### src/rtl/uart_pkg.sv
// ---------------------------------------------------------------------------
// uart_pkg
//  Types and helpers shared by the UART receiver and transmitter.
//  - rx_state_e   : receiver frame FSM states
//  - PARITY_ODD / PARITY_EVEN : encoding of the parity_type configuration bit
//  - data_bits()  : converts the 2-bit data length code into 5..8
// ---------------------------------------------------------------------------
package uart_pkg;

    typedef enum logic [2:0] {
        RX_IDLE,
        RX_START,
        RX_DATA,
        RX_PARITY,
        RX_STOP
    } rx_state_e;

    localparam logic PARITY_ODD  = 1'b0;
    localparam logic PARITY_EVEN = 1'b1;

    // 00=5, 01=6, 10=7, 11=8 data bits
    function automatic logic [3:0] data_bits(input logic [1:0] num);
        return 4'd5 + {2'b00, num};
    endfunction

endpackage

### src/rtl/uart_rx_if.sv
// ---------------------------------------------------------------------------
// uart_rx_if
//  Register-block side of the UART receiver: frame configuration, the
//  read strobe and the one-entry holding register with its status flags.
//  master : register block (drives config and rx_rd_i)
//  slave  : uart_rx (drives data, avail and error/overrun flags)
// ---------------------------------------------------------------------------
interface uart_rx_if;

    logic [1:0] data_bit_num_i;
    logic       parity_en_i;
    logic       parity_type_i;
    logic       stop_bit_num_i;
    logic       rx_rd_i;
    logic [7:0] rx_data_o;
    logic       rx_avail_o;
    logic       parity_err_o;
    logic       frame_err_o;
    logic       overrun_o;

    modport master (
        output data_bit_num_i, parity_en_i, parity_type_i, stop_bit_num_i, rx_rd_i,
        input  rx_data_o, rx_avail_o, parity_err_o, frame_err_o, overrun_o
    );

    modport slave (
        input  data_bit_num_i, parity_en_i, parity_type_i, stop_bit_num_i, rx_rd_i,
        output rx_data_o, rx_avail_o, parity_err_o, frame_err_o, overrun_o
    );

endinterface

### src/rtl/uart_sync.sv
// ---------------------------------------------------------------------------
// uart_sync
//  Multi-flop synchroniser for an asynchronous single-bit input.
//  Flops reset to 1 so an idle-high serial line does not look like a start
//  bit while reset is released.
//  Ports: clk, rst (async, active high), d (async input), q (synchronised)
// ---------------------------------------------------------------------------
module uart_sync #(
    parameter int STAGES = 2
) (
    input  logic clk,
    input  logic rst,
    input  logic d,
    output logic q
);

    logic [STAGES-1:0] sync_reg;
    logic [STAGES-1:0] sync_next;

    generate
        for (genvar gi = 0; gi < STAGES; gi++) begin : g_stage
            if (gi == 0) begin : g_first
                assign sync_next[gi] = d;
            end else begin : g_chain
                assign sync_next[gi] = sync_reg[gi-1];
            end
        end
    endgenerate

    always_ff @(posedge clk or posedge rst) begin
        if (rst) begin
            sync_reg <= '1;
        end else begin
            sync_reg <= sync_next;
        end
    end

    assign q = sync_reg[STAGES-1];

endmodule

### src/rtl/uart_rx.sv
// ---------------------------------------------------------------------------
// uart_rx
//  UART serial receiver. Oversamples the synchronised rx line with rx_tick,
//  deserialises 5..8 data bits LSB-first, checks optional parity and 1 or 2
//  stop bits, and delivers the frame to a one-entry holding register.
//  Ports:
//   clk, rst  : clock, asynchronous active-high reset
//   rx_tick   : 1-cycle pulse, OVERSAMPLE per bit period
//   rx        : serial input, idle high, asynchronous to clk
//   rts_n     : high = do not send (holding register full, or in reset)
//   bus       : register-block interface (config, read strobe, data, flags)
// ---------------------------------------------------------------------------
module uart_rx
    import uart_pkg::*;
#(
    parameter int OVERSAMPLE  = 16,
    parameter int SYNC_STAGES = 2
) (
    input  logic      clk,
    input  logic      rst,
    input  logic      rx_tick,
    input  logic      rx,
    output logic      rts_n,
    uart_rx_if.slave  bus
);

    localparam int SCNT_W = $clog2(OVERSAMPLE);
    localparam logic [SCNT_W-1:0] SCNT_MID = SCNT_W'(OVERSAMPLE / 2 - 1);
    localparam logic [SCNT_W-1:0] SCNT_END = SCNT_W'(OVERSAMPLE - 1);

    logic rx_s;

    // frame FSM state
    rx_state_e         state_reg;
    logic [SCNT_W-1:0] scnt_reg;
    logic [2:0]        bit_cnt_reg;
    logic [7:0]        shift_reg;
    logic [3:0]        nbits_reg;
    logic              par_en_reg;
    logic              par_type_reg;
    logic              stop2_reg;
    logic              stop_cnt_reg;
    logic              perr_reg;
    logic              ferr_reg;
    logic              wait_high_reg;

    // holding register
    logic [7:0] data_reg;
    logic       avail_reg;
    logic       perr_hold_reg;
    logic       ferr_hold_reg;
    logic       overrun_reg;
    logic       rts_n_reg;

    logic sample;
    logic last_data;
    logic last_stop;
    logic commit;
    logic frame_ferr;
    logic parity_err_now;
    logic accept;
    logic avail_next;

    uart_sync #(.STAGES(SYNC_STAGES)) u_sync (
        .clk (clk),
        .rst (rst),
        .d   (rx),
        .q   (rx_s)
    );

    assign sample    = rx_tick && (scnt_reg == SCNT_END);
    assign last_data = ({1'b0, bit_cnt_reg} == (nbits_reg - 4'd1));
    assign last_stop = (stop_cnt_reg == stop2_reg);
    // The commit cycle is the tick that samples the final stop bit.
    assign commit     = (state_reg == RX_STOP) && sample && last_stop;
    assign frame_ferr = ferr_reg | ~rx_s;
    // Odd parity expects the XOR over data+parity to be 1, even expects 0.
    // Unused data MSBs are zero so they do not disturb the reduction.
    assign parity_err_now = ((^shift_reg) ^ rx_s) != (par_type_reg == PARITY_ODD);

    always_ff @(posedge clk or posedge rst) begin
        if (rst) begin
            state_reg     <= RX_IDLE;
            scnt_reg      <= '0;
            bit_cnt_reg   <= '0;
            shift_reg     <= '0;
            nbits_reg     <= '0;
            par_en_reg    <= 1'b0;
            par_type_reg  <= 1'b0;
            stop2_reg     <= 1'b0;
            stop_cnt_reg  <= 1'b0;
            perr_reg      <= 1'b0;
            ferr_reg      <= 1'b0;
            wait_high_reg <= 1'b0;
        end else begin
            case (state_reg)
                RX_IDLE: begin
                    // After a frame ending on a low stop sample (break), the
                    // line must return high before a new start is accepted.
                    if (wait_high_reg) begin
                        if (rx_s) begin
                            wait_high_reg <= 1'b0;
                        end
                    end else if (rx_tick && !rx_s) begin
                        state_reg    <= RX_START;
                        scnt_reg     <= '0;
                        shift_reg    <= '0;
                        nbits_reg    <= data_bits(bus.data_bit_num_i);
                        par_en_reg   <= bus.parity_en_i;
                        par_type_reg <= bus.parity_type_i;
                        stop2_reg    <= bus.stop_bit_num_i;
                        stop_cnt_reg <= 1'b0;
                        perr_reg     <= 1'b0;
                        ferr_reg     <= 1'b0;
                    end
                end
                RX_START: begin
                    if (rx_tick) begin
                        if (scnt_reg == SCNT_MID) begin
                            scnt_reg    <= '0;
                            bit_cnt_reg <= '0;
                            // a start bit that is gone by mid-bit was a glitch
                            state_reg   <= rx_s ? RX_IDLE : RX_DATA;
                        end else begin
                            scnt_reg <= scnt_reg + SCNT_W'(1);
                        end
                    end
                end
                RX_DATA: begin
                    if (rx_tick) begin
                        if (sample) begin
                            scnt_reg               <= '0;
                            shift_reg[bit_cnt_reg] <= rx_s;
                            bit_cnt_reg            <= bit_cnt_reg + 3'd1;
                            if (last_data) begin
                                state_reg <= par_en_reg ? RX_PARITY : RX_STOP;
                            end
                        end else begin
                            scnt_reg <= scnt_reg + SCNT_W'(1);
                        end
                    end
                end
                RX_PARITY: begin
                    if (rx_tick) begin
                        if (sample) begin
                            scnt_reg  <= '0;
                            perr_reg  <= parity_err_now;
                            state_reg <= RX_STOP;
                        end else begin
                            scnt_reg <= scnt_reg + SCNT_W'(1);
                        end
                    end
                end
                RX_STOP: begin
                    if (rx_tick) begin
                        if (sample) begin
                            scnt_reg <= '0;
                            if (!rx_s) begin
                                ferr_reg <= 1'b1;
                            end
                            if (last_stop) begin
                                state_reg     <= RX_IDLE;
                                wait_high_reg <= ~rx_s;
                            end else begin
                                stop_cnt_reg <= 1'b1;
                            end
                        end else begin
                            scnt_reg <= scnt_reg + SCNT_W'(1);
                        end
                    end
                end
                default: state_reg <= RX_IDLE;
            endcase
        end
    end

    // A read in the commit cycle frees the slot for the new frame.
    assign accept     = commit && (!avail_reg || bus.rx_rd_i);
    assign avail_next = accept || (avail_reg && !bus.rx_rd_i);

    always_ff @(posedge clk or posedge rst) begin
        if (rst) begin
            data_reg      <= '0;
            avail_reg     <= 1'b0;
            perr_hold_reg <= 1'b0;
            ferr_hold_reg <= 1'b0;
            overrun_reg   <= 1'b0;
            rts_n_reg     <= 1'b1;
        end else begin
            avail_reg   <= avail_next;
            rts_n_reg   <= avail_next;
            overrun_reg <= commit && !accept;
            if (accept) begin
                data_reg      <= shift_reg;
                perr_hold_reg <= perr_reg;
                ferr_hold_reg <= frame_ferr;
            end
        end
    end

    assign bus.rx_data_o    = data_reg;
    assign bus.rx_avail_o   = avail_reg;
    assign bus.parity_err_o = perr_hold_reg;
    assign bus.frame_err_o  = ferr_hold_reg;
    assign bus.overrun_o    = overrun_reg;
    assign rts_n            = rts_n_reg;

endmodule
### src/flat_wrapper.sv
// flat-port wrapper written by rule: the top's interface ports become plain ports
module uart_rx_flat import uart_pkg::*;
#(
    parameter int OVERSAMPLE  = 16,
    parameter int SYNC_STAGES = 2
)
  (clk, rst, rx_tick, rx, rts_n, bus_data_bit_num_i, bus_parity_en_i, bus_parity_type_i, bus_stop_bit_num_i, bus_rx_rd_i, bus_rx_data_o, bus_rx_avail_o, bus_parity_err_o, bus_frame_err_o, bus_overrun_o);
  uart_rx_if bus_i ();
  input  logic clk;
  input  logic rst;
  input  logic rx_tick;
  input  logic rx;
  output logic rts_n;
  input wire logic [$bits(bus_i.data_bit_num_i)-1:0] bus_data_bit_num_i;
  input wire logic [$bits(bus_i.parity_en_i)-1:0] bus_parity_en_i;
  input wire logic [$bits(bus_i.parity_type_i)-1:0] bus_parity_type_i;
  input wire logic [$bits(bus_i.stop_bit_num_i)-1:0] bus_stop_bit_num_i;
  input wire logic [$bits(bus_i.rx_rd_i)-1:0] bus_rx_rd_i;
  output wire logic [$bits(bus_i.rx_data_o)-1:0] bus_rx_data_o;
  output wire logic [$bits(bus_i.rx_avail_o)-1:0] bus_rx_avail_o;
  output wire logic [$bits(bus_i.parity_err_o)-1:0] bus_parity_err_o;
  output wire logic [$bits(bus_i.frame_err_o)-1:0] bus_frame_err_o;
  output wire logic [$bits(bus_i.overrun_o)-1:0] bus_overrun_o;
  assign bus_i.data_bit_num_i = bus_data_bit_num_i;
  assign bus_i.parity_en_i = bus_parity_en_i;
  assign bus_i.parity_type_i = bus_parity_type_i;
  assign bus_i.stop_bit_num_i = bus_stop_bit_num_i;
  assign bus_i.rx_rd_i = bus_rx_rd_i;
  assign bus_rx_data_o = bus_i.rx_data_o;
  assign bus_rx_avail_o = bus_i.rx_avail_o;
  assign bus_parity_err_o = bus_i.parity_err_o;
  assign bus_frame_err_o = bus_i.frame_err_o;
  assign bus_overrun_o = bus_i.overrun_o;
  uart_rx #(.OVERSAMPLE(OVERSAMPLE), .SYNC_STAGES(SYNC_STAGES)) u_core (.clk(clk), .rst(rst), .rx_tick(rx_tick), .rx(rx), .rts_n(rts_n), .bus(bus_i));
endmodule
### config.mk
export PLATFORM = sky130hd
export DESIGN_NAME = uart_rx_flat
export DESIGN_NICKNAME = d
export VERILOG_FILES = /design/src/rtl/uart_pkg.sv /design/src/rtl/uart_rx_if.sv /design/src/rtl/uart_sync.sv /design/src/rtl/uart_rx.sv /design/src/flat_wrapper.sv
export SDC_FILE = /design/constraint.sdc
export NUM_CORES = 1
export LEC_CHECK = 0
export CORE_UTILIZATION = 24
export DETAILED_ROUTE_END_ITERATION = 12
export GPL_TIMING_DRIVEN = 0
export PLACE_DENSITY = 0.44
export SYNTH_ARGS = -nofsm -noshare
export SYNTH_HDL_FRONTEND = slang
export SYNTH_HIERARCHICAL = 1
export SYNTH_SLANG_ARGS = --single-unit
### constraint.sdc
create_clock -name clk -period 4.9 [get_ports clk]
set_clock_uncertainty 0.2 [all_clocks]
set_input_delay 0.98 -clock clk [delete_from_list [all_inputs] [get_ports clk]]
set_output_delay 0.98 -clock clk [all_outputs]
set_load 0.01 [all_outputs]
Word level (Yosys, flattened, before mapping). Cells that the tools add are included.

Flip-flop bits (word level): 44. Logic and storage cells: 139. Input bits: 10.

Muxes and demuxes: 54. Add/subtract/negate cells: 4. $lt $le $gt $ge: 2. Reductions and logical operators: 31. Eq/ne operators: 24. Bitwise gates (word level): 5.

Operators with widths (count): 3-bit 2-to-1 mux (17); 8-bit 2-to-1 mux (4); 4-bit 2-to-1 mux (6); 5-bit AND reduction (4); 1-bit 2-to-1 mux (16); 2-bit by 1-bit != test with 1-bit output, second input constant (8); 8-bit case mux with 2 select lines (1); 3-bit case mux with 5 select lines (1); 2-bit != test, second input constant (7); 4-bit case mux with 3 select lines (1); 12-bit AND reduction (1); 6-bit AND reduction (2); 8-bit bitwise mux (1); 1-bit logical AND (8); 1-bit case mux with 2 select lines (4); 2-bit nonzero test (4); 8-bit XOR reduction (1); 3-bit by 2-bit == test with 1-bit output, second input constant (2); 3-bit case mux with 2 select lines (1); 3-bit by 2-bit adder with 4-bit output, first input constant (1); 4-bit by 1-bit adder with 4-bit output, second input constant (1); 3-bit by 4-bit == test with 1-bit output (1); 4-bit by 3-bit == test with 1-bit output, second input constant (1); 4-bit == test, second input constant (1); 20 further kinds (26).

Depth between registers and ports, before layout.
Word-level depth: 8. Mapped depth: 8. Gate-level depth less buffers: 7.

By module. The synthesis kept the hierarchy.

By module, submodules not included: uart_rx (cells each 225, times used 1, area each 2279.7 um2); uart_sync (cells each 3, times used 1, area each 56.3 um2).

Least setup slack after synthesis. OpenSTA, ideal clock, no wires.

Kind: in2reg. Start point: input port rx_tick. End point: register u_core.state_reg[0]. Required time: 4572 ps. Cell stages on the path: 5. Slack: 2575 ps. Buffers on the path: 0. Data arrival time: 1997 ps. Cell sequence: nand4_1 > nor2_2 > nor2_1 > a211oi_2 > mux2_1.

Word-level cells in the longest chain between the ends: 3. Elaborated cells on any way between the ends: 11. Classes of those cells: eq/ne (8); reduce/logical (3).

RTL lines: start: declaration (line flat_wrapper.sv:11) `input logic rx_tick;`; 1-bit logical AND, on equally long branches (line uart_rx.sv:71, uart_rx.sv:104); 2-bit by 1-bit != test with 1-bit output (no source line); 12-bit AND reduction (no source line) (*); end signal: assignment (line uart_rx.sv:123) `state_reg <= rx_s ? RX_IDLE : RX_DATA;`; end signal: assignment (line uart_rx.sv:136) `state_reg <= par_en_reg ? RX_PARITY : RX_STOP;`; end: declaration (line uart_rx.sv:34) `rx_state_e state_reg;`.

Every way passes the cells marked *; elsewhere a longest branch is shown, timed or not. A chain may end at the register's enable or synchronous reset.

Worst setup path after layout.
Start point: input port rx_tick. End point: register u_core.state_reg[1].

Same word-level chain as after synthesis.

==> impl_metrics.tcl <==
set metrics [dict create \
    outcome "complete, no violations" \
    finalWeightedCongestion 0.7940 \
    end_kind "flop" \
    cts_inserted_buffers 5 \
    hpwlAfterDp_um 3748 \
    hold_buffers 0 \
    worst_pin_slew_ps 508.8 \
    hp-class "flop to flop" \
    yosysTopAreaCellShare 0.4392 \
    fp.dieW_um 100.7 \
    cts_root_buf "clkbuf_8" \
    grt_pass1_wl_um 8473 \
    wl_um 4967 \
    power.internal_mw 0.8103 \
    syn_avg_cell_area_um2 10.25 \
    max_stage_delay_ps 620 \
    layout.cells.non_filler 388 \
    yosysTopAreaCell "dfrtp_1" \
    dr.pass1.iters 4 \
    ys.flop_type "dfrtp_1" \
    grt_antenna_before_repair 0 \
    drv_slew 0 \
    ir_worst_vdd_v 0.0001335 \
    antenna_left 0 \
    fin_hold_ws_ps 159.2 \
    finalHoldViolations 0 \
    grt_overflow 0 \
    post_drt_wl_per_cell_um 12.80 \
    p_total_mw 1.270 \
    setup_viol 0 \
    die-area_um2 10130 \
    required_ps 4870 \
    dp_cells 380 \
    grt_pass1_vias 1715 \
    finalCritPeriodShare 0.6026 \
    io_pins 23 \
    netlist_area_um2 2336 \
    path_cells "clkdlybuf4s50_1 -> nand4_1 -> nor2_2 -> nor2_1 -> a211oi_2 -> mux2_1" \
    drc 0 \
    p_leak_nw 1.233 \
    setup_tns_ps 0 \
    clkSinkCount 44 \
    dp_slack_ps 1652 \
    seqPwrFrac 0.383 \
    cp_top_family "simple AND/OR/NAND/NOR gates" \
    viasPerCell 4.487 \
    area_growth_pct 21.80 \
    critical_path_class "primary input to flop" \
    start_util 0.2504 \
    synth_cell_types 51 \
    ys_ff_latch 44 \
    rsz0062_at_grt "no" \
    layout_setup_ws_ps 1947 \
    grt_use_total 0.1069 \
    synth_edf_count 0 \
    die_h_um 100.7 \
    pwr-share-comb 0.401 \
    path_max_fanout 7 \
    netSwitchingFraction 0.3618 \
    core_area_um2 9328 \
    syn_nets 242 \
    worstSetupStartpointType "primary input" \
    synth_cells 228 \
    htree_num_levels 2 \
    rows 35 \
    drv_cap 0 \
    drive_above_1_share 0.1660 \
    clk_path_buf_depth 2 \
    n_antenna_cell 0 \
    p_clk_frac 0.217 \
    cts.clk_slew.worst_paths_ps 80 \
    slew_headroom 0.6608 \
    min_period_ps 2953 \
    ys_warn_count 6 \
    max_freq_mhz 338.7 \
    final_nets 272 \
    post-cts-setup-buffers 0 \
    seq_area_frac_synth 0.4730 \
    cts_resized 0 \
    via_count 1741 \
    ys_async_sr_fraction 1.000 \
    portBuffers 22 \
    crit_arrival_ps 2930 \
    drt_iter0_drc 101 \
    clk_latency_ps 290 \
    power.switching_mw 0.4594 \
    pwr_density_cell_nw_per_um2 446.2 \
    tritoncts "built" \
    synth_area_leaders "dfrtp_1 (44%), mux2_4 (3.9%), o21ai_1 (3.4%), dfstp_2 (3.4%), xnor2_1 (3.4%)" \
    crit_buf_inv 1 \
    grt_start_max_net_pins 29 \
    crit_path_top_delay_cell "clkdlybuf4s50_1" \
]
==> layer usage <==
metal,global-route usage,vias up,share of wire
met1,0.1364,835,0.49
li1,-,874,-
met2,0.1834,27,0.47
met3,0.02080,5,0.029
met4,0.03010,0,0.012
met5,0,-,0
==> cell usage after synthesis (all sizes together) (3+ instances only) <==
library cell	n
a21oi	10
a22o	5
a31oi	4
buf	13
dfrtp	41
dfstp	3
ha	4
inv	10
mux2	14
nand2	15
nand2b	4
nand3	7
nand4	3
nor2	17
nor3	6
nor3b	3
o21a	3
o21ai	27
xnor2	9
xor2	4
==> power by group through the flow <==
stage	registers (mW)	clock network [mW]	logic, mW
after floorplan	0.482	0	0.399
after global placement	0.493	0	0.506
after detailed placement	0.494	0	0.509
after CTS	0.487	0.290	0.511
after global routing	0.499	0.300	0.571
final	0.486	0.275	0.509
==> path summary, 6_finish.rpt <==
path                                           start                         to  slack, ps  cells past startpoint
max in group asynchronous                        rst               u_core/rts_n       3170                      3
min                        u_core/u_sync/sync_reg[0]  u_core/u_sync/sync_reg[1]        160                      0
max reg2reg                      u_core/nbits_reg[0]        u_core/state_reg[1]       2650                      7
max                                          rx_tick        u_core/state_reg[1]       1950                      6
min reg2reg                u_core/u_sync/sync_reg[0]  u_core/u_sync/sync_reg[1]        160                      0
min in group asynchronous                        rst        u_core/nbits_reg[2]        800                      2
==> placed cells by master, fill, tap and decap left out, drive strengths merged, types with 4 or more instances in the layout <==
cell type       n
xnor2           9
clkbuf          8
buf            14
nand3           7
xor2            4
ha              4
clkdlybuf4s50  22
mux2           14
nand2b          4
a22o            5
o21ai          27
nor3            6
a21oi          10
nand2          15
nor2           17
inv            10
dfrtp          41
a31oi           4
==> through the flow <==
| step | util | area, um2 |
|---|---|---|
| after floorplan | - | 2336 |
| after global placement | 0.2913 | 2718 |
| after detailed placement | 0.2935 | 2738 |
| after CTS | 0.3050 | 2845 |
| after global routing | 0.3050 | 2845 |
| final | 0.3050 | 2845 |
==> cell type report <==
type                    count  area (um2)
flip-flops and latches     44        1105
well taps                 129       161.4
plain buffers              15       98.84
multi-input cells         159        1095
fillers                   951        6482
repair buffers             23       240.2
inverters                  10       37.54
clock inverters             2       35.03
clock buffers               6       72.57
==> kinds of logic after synthesis <==
kind of cell,count (synthesis),synth area share
AOI/OAI and AO/OA,65,0.1762
xor gates and xnor gates,13,0.04874
adders and majority gates,4,0.02143
buffers and inverters,25,0.05838
DFF,44,0.4730
muxes,14,0.07713
and+or+nand+nor,63,0.1452
Note: power is estimated with default switching activity, not from simulation.
